===== config.mk =====
export PLATFORM = sky130hd
export DESIGN_NAME = cl2st_before_afu
export DESIGN_NICKNAME = d
export VERILOG_FILES = /design/src/rtl/cl2st_before_afu.sv
export SDC_FILE = /design/constraint.sdc
export NUM_CORES = 1
export LEC_CHECK = 0
export ABC_AREA = 1
export CELL_PAD_IN_SITES_DETAIL_PLACEMENT = 1
export CELL_PAD_IN_SITES_GLOBAL_PLACEMENT = 2
export CORE_ASPECT_RATIO = 0.7
export CORE_MARGIN = 5
export CORE_UTILIZATION = 31
export DETAILED_ROUTE_END_ITERATION = 16
export PLACE_DENSITY_LB_ADDON = 0.1
export SLEW_MARGIN = 0
export SYNTH_ARGS = -nofsm -noshare
export SYNTH_HDL_FRONTEND = slang
export SYNTH_SLANG_ARGS = --single-unit
export TNS_END_PERCENT = 10

===== constraint.sdc =====
create_clock -name clk -period 28.7 [get_ports clk]
set_clock_uncertainty 0.2 [all_clocks]
set_input_delay 4.305 -clock clk [delete_from_list [all_inputs] [get_ports clk]]
set_output_delay 4.305 -clock clk [all_outputs]
set_load 0.005 [all_outputs]

===== src/rtl/cl2st_before_afu.sv =====
// ============================================================================
//  Module      : cl2st_before_afu
//  Description : Cache-line to ST-stream converter in front of the AFU.
//                Pops one cache line from a show-ahead-less FIFO (data one
//                cycle after rdreq), decodes its head (sop, eop, length) and
//                emits `length` ST beats of ST2 bits each with valid/ready
//                handshaking. Lengths above MaxNumOfST_inCL are clamped and
//                zero-length lines are dropped.
//  Options     : CL2ST_LEN_CHECK_EN - when defined, len_err latches on any
//                zero or over-long length field (sticky until reset);
//                otherwise len_err is tied low.
//  Revision    : 1.0 - initial release
// ============================================================================
`default_nettype none

module cl2st_before_afu #(
   parameter int CL              = 512,
   parameter int CL_HEAD         = 16,
   parameter int CL_PAYLOAD      = 496,
   parameter int ST2             = 8,
   parameter int MaxNumOfST_inCL = 41,
   parameter int w_len_CLHead    = 10
) (
   input  logic            clk,
   input  logic            rst_async,
   input  logic            ff_empty,
   output logic            ff_rdreq,
   input  logic [CL-1:0]   ff_q,
   input  logic            source_ready,
   output logic            source_valid,
   output logic [ST2-1:0]  source_data,
   output logic            source_sop,
   output logic            source_eop,
   output logic            len_err
);

   // Width able to hold a clamped length (0..MaxNumOfST_inCL); idx shares it.
   localparam int LEN_W = $clog2(MaxNumOfST_inCL + 1);

   localparam logic [w_len_CLHead-1:0] MAX_LEN = w_len_CLHead'(MaxNumOfST_inCL);
   localparam logic [LEN_W-1:0]        MAX_LEN_CLAMP = LEN_W'(MaxNumOfST_inCL);

   localparam logic [1:0] IDLE  = 2'd0;
   localparam logic [1:0] FETCH = 2'd1;
   localparam logic [1:0] LOAD  = 2'd2;
   localparam logic [1:0] EMIT  = 2'd3;

   logic [1:0]              state;
   logic [CL_PAYLOAD-1:0]   line_q;
   logic [LEN_W-1:0]        len_q;
   logic [LEN_W-1:0]        idx;
   logic                    sop_flag;
   logic                    eop_flag;

   logic [w_len_CLHead-1:0] raw_len;
   logic                    head_sop;
   logic                    head_eop;
   logic                    len_zero;
   logic                    len_over;
   logic [LEN_W-1:0]        clamped_len;
   logic                    emit;
   logic                    last_beat;
   logic                    unused_ff_q;

   // Head decode straight off the FIFO word; only meaningful during LOAD.
   assign raw_len     = ff_q[CL-CL_HEAD +: w_len_CLHead];
   assign head_sop    = ff_q[CL-5];
   assign head_eop    = ff_q[CL-6];
   assign len_zero    = (raw_len == '0);
   assign len_over    = (raw_len > MAX_LEN);
   assign clamped_len = len_over ? MAX_LEN_CLAMP : LEN_W'(raw_len);

   // Reserved head bits carry no meaning for this block.
   assign unused_ff_q = ^ff_q;

   assign emit      = (state == EMIT);
   assign last_beat = (idx == len_q - LEN_W'(1));

   // All outputs decode registered state only: no path from ready/empty.
   assign ff_rdreq     = (state == FETCH);
   assign source_valid = emit;
   assign source_data  = line_q[int'(idx)*ST2 +: ST2];
   assign source_sop   = emit && sop_flag && (idx == '0);
   assign source_eop   = emit && eop_flag && last_beat;

   // Line fetch / beat emission state machine with its datapath registers.
   always_ff @(posedge clk or posedge rst_async) begin
      if (rst_async) begin
         state    <= IDLE;
         line_q   <= '0;
         len_q    <= '0;
         idx      <= '0;
         sop_flag <= 1'b0;
         eop_flag <= 1'b0;
      end else begin
         case (state)
            IDLE: begin
               if (!ff_empty) begin
                  state <= FETCH;
               end
            end
            FETCH: begin
               state <= LOAD;
            end
            LOAD: begin
               line_q   <= ff_q[CL_PAYLOAD-1:0];
               len_q    <= clamped_len;
               sop_flag <= head_sop;
               eop_flag <= head_eop;
               idx      <= '0;
               // A zero-length line is consumed but produces no beats.
               state    <= len_zero ? IDLE : EMIT;
            end
            EMIT: begin
               if (source_ready) begin
                  if (last_beat) begin
                     idx   <= '0;
                     state <= IDLE;
                  end else begin
                     idx <= idx + LEN_W'(1);
                  end
               end
            end
            default: begin
               state <= IDLE;
            end
         endcase
      end
   end

`ifdef CL2ST_LEN_CHECK_EN
   logic len_err_q;

   // Sticky flag for a malformed length field seen at line load.
   always_ff @(posedge clk or posedge rst_async) begin
      if (rst_async) begin
         len_err_q <= 1'b0;
      end else if ((state == LOAD) && (len_zero || len_over)) begin
         len_err_q <= 1'b1;
      end
   end

   assign len_err = len_err_q;
`else
   assign len_err = 1'b0;
`endif

endmodule

`default_nettype wire


### After elaboration in Yosys (flattened, before gate mapping)

Index checks and enable logic that the tools add are counted.

| operators by class | value |
|---|---|
| $add $sub $neg | 2 |
| $lt $le $gt $ge | 1 |
| equal/unequal tests | 7 |
| shift-type cells | 1 |
| muxes and demuxes | 9 |
| reductions and logical operators | 10 |

Operators with widths:

| kind | count |
|---|---|
| 496-bit by 10-bit indexed part select with 8-bit output | 1 |
| 6-bit 2-to-1 mux | 3 |
| 6-bit one-hot mux with 2 select lines | 1 |
| 10-bit by 6-bit greater-than comparator with 1-bit output, second input constant | 1 |
| 10-bit logical NOT | 1 |
| 2-bit 2-to-1 mux | 4 |
| 2-bit one-hot mux with 4 select lines | 1 |
| 6-bit by 1-bit adder with 6-bit output, second input constant | 1 |
| 6-bit == test | 1 |
| 6-bit logical NOT | 1 |
| 6-bit by 1-bit subtractor with 6-bit output, second input constant | 1 |
| 2-bit == test, second input constant | 2 |
| 1-bit logical AND | 4 |
| 2-bit != test, second input constant | 2 |
| 3-bit AND reduction | 1 |
| 2-bit by 1-bit == test with 1-bit output, second input constant | 1 |
| 2-bit logical NOT | 1 |
| 2-bit by 1-bit != test with 1-bit output, second input constant | 1 |
| 2-bit AND reduction | 1 |
| 2-bit nonzero test | 1 |

| storage, ports and cells | value |
|---|---|
| flip-flop bits (word level) | 512 |
| input bits | 516 |
| output and inout bits | 13 |
| word-level logic and storage cells | 36 |

### Depth between registers and ports, before layout

Gate-level depths: netlist of run 1.

| depth | value |
|---|---|
| depth in word-level cells | 5 |
| depth in mapped cells | 13 |
| mapped depth without buffers | 11 |

### Worst setup path before layout of run 1

Ideal clock, no wire load.

| path | value |
|---|---|
| kind | register to output |
| start | register idx[1] |
| end | output port source_data[4] |
| arrival time | 1.368 ns |
| data required time | 24.195 ns |
| setup slack | 22.827 ns |
| stages on the path, launching flop included | 13 |
| buffers on the path | 2 |
| cells stage by stage | dfrtp_1 -> buf_4 -> inv_4 -> clkbuf_1 -> nor2_1 -> nand2_1 -> nand2_1 -> nand2_1 -> nand2_1 -> nor2_1 -> nor2_1 -> nor2_1 -> nand2_1 |

| between the ends | value |
|---|---|
| cells in the longest elaborated chain, start to end | 1 |

RTL lines:

| element | line | source |
|---|---|---|
| start: declaration | 51 | `logic [LEN_W-1:0] idx;` |
| start signal: assignment | 120 | `idx <= idx + LEN_W'(1);` |
| 496-bit by 10-bit indexed part select with 8-bit output | 82 | `assign source_data = line_q[int'(idx)*ST2 +: ST2];` |
| end: declaration | 31 | `output logic [ST2-1:0] source_data,` |

Every way passes these cells.

### Final worst setup path of run 1

| path | value |
|---|---|
| start | register idx[0] |
| end | output port source_data[6] |

Same word-level chain as after synthesis.

==> results of run 1 <==
## synthesized netlist by cell type, drive strengths merged
| cell | instances |
|---|---|
| nand3 | 96 |
| ha | 3 |
| o21ai | 369 |
| o211ai | 46 |
| nand4 | 2 |
| conb | 1 |
| clkbuf | 68 |
| nor3 | 2 |
| o22ai | 8 |
| buf | 140 |
| nor2 | 243 |
| nor3b | 1 |
| dfrtp | 512 |
| nand2 | 1622 |
| xnor2 | 1 |
| a21oi | 26 |
| and2 | 1 |
| o31ai | 1 |
| or2 | 1 |
| xor2 | 4 |
| inv | 320 |
## sequential cells by signal, summed over array words and instances (netlist names)
register  flops
line_q      496
len_q         6
idx           6
eop_flag      1
state         2
sop_flag      1
## worst max-delay path by stage
stage | slack [ps] | endpoint | depth (start not counted) | from
final | 19010 | source_data[6] | 11 | idx[0]$_DFFE_PP0P_
after CTS | 19040 | source_data[6] | 11 | idx[0]$_DFFE_PP0P_
after floorplan | 9900 | eop_flag$_DFFE_PP0P_ | 1 | rst_async
after global placement | 19760 | source_data[6] | 11 | idx[0]$_DFFE_PP0P_
after global routing | 18790 | source_data[6] | 11 | idx[0]$_DFFE_PP0P_
after detailed placement | 19750 | source_data[6] | 11 | idx[0]$_DFFE_PP0P_
## worst reg2reg max path: cells and delay by family, from the launching register on
kind,cells,cell delay (ps)
flip-flops,1,420
AND/OR/NAND/NOR,2,680
AO/OA/AOI/OAI,1,140
buffers and inverters,4,2200
## per-stage QoR
stage	hold WS, ps	setup WS (ps)	std cells
2_1_floorplan	237	9900	3467
3_3_place_gp	251	19760	4874
3_5_place_dp	256	19750	4874
4_1_cts	272	19040	4981
5_1_grt	288	18790	4985
6_report	268	19010	4989
## kinds of logic (layout without fill, tap and decap cells)
| logic type | after synthesis | count (layout) | share of synthesized area [%] |
|---|---|---|---|
| other | 1 | 9 | 0.0150 |
| and+or+nand+nor | 1968 | 1968 | 30.1 |
| AOI/OAI and AO/OA | 450 | 450 | 9.50 |
| xor gates and xnor gates | 5 | 5 | 0.175 |
| DFF | 512 | 512 | 51.2 |
| adders and majority gates | 3 | 3 | 0.150 |
| buffers and inverters | 528 | 974 | 8.93 |
## power groups by stage
stage	clock network [mW]	logic, mW	registers [mW]
6_report	0.772	1.57	1.23
5_1_grt	0.828	1.79	1.27
4_1_cts	0.798	1.59	1.23
3_5_place_dp	0	1.58	1.25
3_3_place_gp	0	1.54	1.23
2_1_floorplan	0	1.01	1.18
## area by class of cell
class / instances / area [um2] / area share [%]
Timing Repair Buffer: 547 / 5440 / 16.6
Clock inverter: 14 / 184 / 0.560
Sequential cell: 512 / 12800 / 39.1
Antenna cell: 8 / 20.0 / 0.0610
Multi-Input combinational cell: 2427 / 10000 / 30.5
Tap cell: 1068 / 1340 / 4.07
Clock buffer: 93 / 1770 / 5.40
Inverter: 320 / 1230 / 3.74
## metal layers
layer	up-vias	track usage [%]	routed length (um)
met5	-	0	37
met4	6	4.90	1850
met3	100	4.74	5850
met2	447	35.4	44700
met1	11501	32.9	48200
li1	11410	-	-
==> impl_metrics.ini, run 1 <==
[grt]
grt_max_degree = 241
overflow = 0
grt_usage_pct = 22.7
grt_pass1_vias = 25044
grt_pass1_wl_um = 151000
antenna_found_initial = 17

[timing]
slew_viol_final = 0
setup_viol = 0
fin_setup_tns_ps = 0
rsz0062_at_grt = no
fmax_mhz = 103
fin_crit_ps = 9690
min_period_over_period_pct = 33.8
maxSlewHeadroom_pct = 24.3
tightest_slew_ps = 1130
hold_viol = 0

[min_path]
hp-class = flip-flop to flip-flop
hold-path-endpoint = line_q[337]$_DFFE_PP0P_
min_from = line_q[337]$_DFFE_PP0P_
hold_path_depth = 2

[drt]
routedWlPerCell_um = 20.2
wirelength_um = 101000
firstDrtPassIters = 6
drc = 0
num_vias = 23464
initialDrtViolationCount = 1450
routed_via_density = 4.70
final_antenna_net_count = 0

[outcome]
outcome = finished clean

[power]
p_clk_share_pct = 21.6
p_per_area_nw_per_um2 = 109
intPower_mw = 2.02
seqPwrFrac_pct = 34.5
p_total_mw = 3.57
vdd_drop_max_mv = 0.0589
leakagePower_nw = 16.0
p_comb_share_pct = 43.9
power.share.switching_pct = 43.4
switching_power_mw = 1.55

[setup_path]
reg2reg_depth = 7
crit_required_ps = 24190
crit_buf_inv = 3
critPathSlowestCell = dfrtp_4
reg2reg_slack_ps = 24960
cp-end-kind = output port
startpoint_type = flip-flop
path_cells = buf_4 -> buf_4 -> o21ai_0 -> o21ai_0 -> nand2_1 -> nand2_1 -> nor2_1 -> nand2_1 -> nand2_1 -> nand2_1 -> clkdlybuf4s50_1
path_class = flip-flop to output port
crit_top_cell = nand2_1
cp_slowest_stage_delay_ps = 1050
arrival_ps = 5180
rr_endpoint = line_q[8]$_DFFE_PP0P_
worst-path-max-fanout = 73
r2r_start = state[1]$_DFFE_PP0P_
critPathTopFamily = buffers and inverters

[die]
row_count = 87
die_h_um = 248
dieWidth_um = 350
ioPinCount = 529
core_region_area_um2 = 80300
die-area_um2 = 86700
start_util_pct = 31.2

[cells_and_area]
utilization_pct = 40.9
area_growth_pct = 31.1
nFillCells = 9895
final_cell_mix = 1,621 x nand2_1, 523 x clkdlybuf4s50_1, 510 x dfrtp_1, 341 x o21ai_0, 315 x inv_1
final_common_cell = nand2_1
postLayoutCellArea_um2 = 32800
fin_nets = 4385
drive_above_1_share_pct = 3.30

[clock_network]
cts.sinks = 512
clk_pin_slew_ps = 70
hold_buffers = 0
clk_path_buf_depth = 3
cts_tree = yes
cts_made_buffers = 58
clkLatencyLatePin_ps = 640
cts_setup_buffers = 0
cts-root-buf = clkbuf_16
cts_resized = 0
h-tree-depth = 2

[logic_synthesis]
synth_seq_cells = 512
synth.net_count = 3986
yosysSeqAreaShare_pct = 51.2
syn_area_um2 = 25000
synth_top_cell_by_area = dfrtp_1
syn_inst = 3467
synth_area_leaders = dfrtp_1 51%, nand2_1 24%, o21ai_0 6.8%
post_synth.cell_area_avg_um2 = 7.22
yosys_warnings = 0
yosysTopAreaCellShare_pct = 51.2
ys_types = 29

[placement]
hpwl_um = 71000
portBuffers = 523
placed_area_um2 = 30800
routabilityCongestion = 0.823

[flow_run]
cap_viol_max_count = 0
No activity file was read; power rests on OpenSTA's default activity.
==> inputs of run 2 (changes only) <==
--- a/config.mk
+++ b/config.mk
@@ -10,7 +10,7 @@
 export CELL_PAD_IN_SITES_GLOBAL_PLACEMENT = 2
 export CORE_ASPECT_RATIO = 0.7
 export CORE_MARGIN = 5
-export CORE_UTILIZATION = 31
+export CORE_UTILIZATION = 26
 export DETAILED_ROUTE_END_ITERATION = 16
 export PLACE_DENSITY_LB_ADDON = 0.1
 export SLEW_MARGIN = 0
==> constraint.sdc (replaced) <==
create_clock -name clk -period 8.7 [get_ports clk]
set_clock_uncertainty 0.2 [all_clocks]
set_input_delay 1.305 -clock clk [delete_from_list [all_inputs] [get_ports clk]]
set_output_delay 1.305 -clock clk [all_outputs]
set_load 0.005 [all_outputs]
==> impl_metrics.ini, run 2 (synthesis results as in run 1) <==
[outcome]
outcome = finished clean

[power]
intPower_mw = 6.67
seqPwrFrac_pct = 33.9
switching_power_mw = 5.16
leakagePower_nw = 16.0
p_comb_share_pct = 44.4
vdd_drop_max_mv = 0.263
p_per_area_nw_per_um2 = 357
power.share.switching_pct = 43.6
p_clk_share_pct = 21.7

[drt]
routedWlPerCell_um = 20.4
initialDrtViolationCount = 1276
num_vias = 22993
drc = 0
firstDrtPassIters = 4
wirelength_um = 106000
final_antenna_net_count = 0
routed_via_density = 4.43

[setup_path]
crit_required_ps = 7190
reg2reg_slack_ps = 5290
path_class = flip-flop to output port
r2r_start = state[1]$_DFFE_PP0P_
rr_endpoint = line_q[358]$_DFFE_PP0P_
cp-end-kind = output port
reg2reg_depth = 5
worst-path-max-fanout = 78
startpoint_type = flip-flop
arrival_ps = 4420

[grt]
overflow = 0
grt_pass1_wl_um = 157000
antenna_found_initial = 18
grt_usage_pct = 20.0
grt_max_degree = 201
grt_pass1_vias = 23771

[clock_network]
cts_resized = 0
cts-root-buf = clkbuf_16
cts_tree = yes
cts_setup_buffers = 0
clkLatencyLatePin_ps = 620
cts.sinks = 512
clk_path_buf_depth = 3
h-tree-depth = 2
cts_made_buffers = 59
clk_pin_slew_ps = 60
hold_buffers = 0

[timing]
layout_setup_ws_ps = 2780
maxSlewHeadroom_pct = 32.7
fin_crit_ps = 5920
fmax_mhz = 169
tightest_slew_ps = 1010
setup_viol = 0
min_period_over_period_pct = 68.1
slew_viol_final = 0
fin_setup_tns_ps = 0
hold_viol = 0
rsz0062_at_grt = no

[placement]
hpwl_um = 73400
place_ws_ps = 3380
place_inst = 5072
placed_area_um2 = 31200
portBuffers = 523
routabilityCongestion = 0.758

[min_path]
hold_path_depth = 2
hp-class = flip-flop to flip-flop
hold-path-endpoint = line_q[339]$_DFFE_PP0P_
min_from = line_q[339]$_DFFE_PP0P_

[cells_and_area]
postLayoutCellArea_um2 = 33100
largestRegisters = line_q x496, idx x6, len_q x6
final_common_cell = nand2_1
seqCellArea_um2 = 12800
largest_reg_flops = 496
utilization_pct = 34.6
regMostFlops = line_q
final_cell_mix = 1,621 x nand2_1, 523 x clkdlybuf4s50_1, 510 x dfrtp_1, 341 x o21ai_0, 315 x inv_1
instances_no_fill = 5187
multi_input_area_um2 = 10000
area_growth_pct = 32.2
fin_nets = 4391
drive_above_1_share_pct = 3.27
nFillCells = 11689

[die]
die-area_um2 = 103000
die_h_um = 270
row_count = 95
start_util_pct = 26.1
ioPinCount = 529
dieWidth_um = 381
core_region_area_um2 = 95800

[flow_run]
cap_viol_max_count = 0
## run 2: area by class of cell
cell class              count  share of cell area, %
diodes                      9                 0.0680
clock buffers              96                   5.43
clock inverters            10                  0.378
multi-input cells        2427                   30.3
inverters                 320                   3.69
well taps                1261                   4.77
repair buffers            552                   16.7
flip-flops and latches    512                   38.7
## run 2: layer usage
layer | up-vias | wire length, um | track usage (%) | share of wire [%]
li1 | 11415 | - | - | -
met1 | 11158 | 53900 | 30.0 | 51
met2 | 315 | 45900 | 30.4 | 43
met3 | 95 | 4380 | 3.73 | 4.1
met4 | 10 | 1380 | 3.50 | 1.3
met5 | - | 48 | 0 | 0.045
## run 2: metrics by stage
stage               power, mW  hold slack (ps)
detailed placement       9.39              254
CTS                      12.0              269
floorplan                7.24              237
global placement         9.32              249
finish                   11.8              266
global route             12.9              283
## run 2: how the worst max path moves through the flow
stage	from	to	slack (ps)	cells after the start
after floorplan	rst_async	eop_flag$_DFFE_PP0P_	240	1
after global placement	idx[1]$_DFFE_PP0P_	source_data[6]	3340	11
after detailed placement	idx[1]$_DFFE_PP0P_	source_data[6]	3380	11
after CTS	idx[1]$_DFFE_PP0P_	source_data[6]	2660	11
after global routing	idx[1]$_DFFE_PP0P_	source_data[6]	2500	11
final	idx[1]$_DFFE_PP0P_	source_data[5]	2780	11
## run 2: power groups by stage
stage / clock network, mW / logic (mW) / registers, mW
after detailed placement: 0 / 5.34 / 4.05
final: 2.56 / 5.25 / 4.01
after CTS: 2.66 / 5.37 / 4.02
after global placement: 0 / 5.30 / 4.02
after global routing: 2.75 / 5.97 / 4.13
after floorplan: 0 / 3.34 / 3.90
## run 2: worst max-delay path, cell delays in order, from the launching register on
cell             delay, ps
dfrtp_4                690
inv_6                  660
buf_4                  620
nand3_1                170
nand2_1                110
nand2_1                140
nand2_1                180
nor2_1                 110
nor2_1                 100
nor2_1                 100
nand2_1                 80
clkdlybuf4s50_1        660
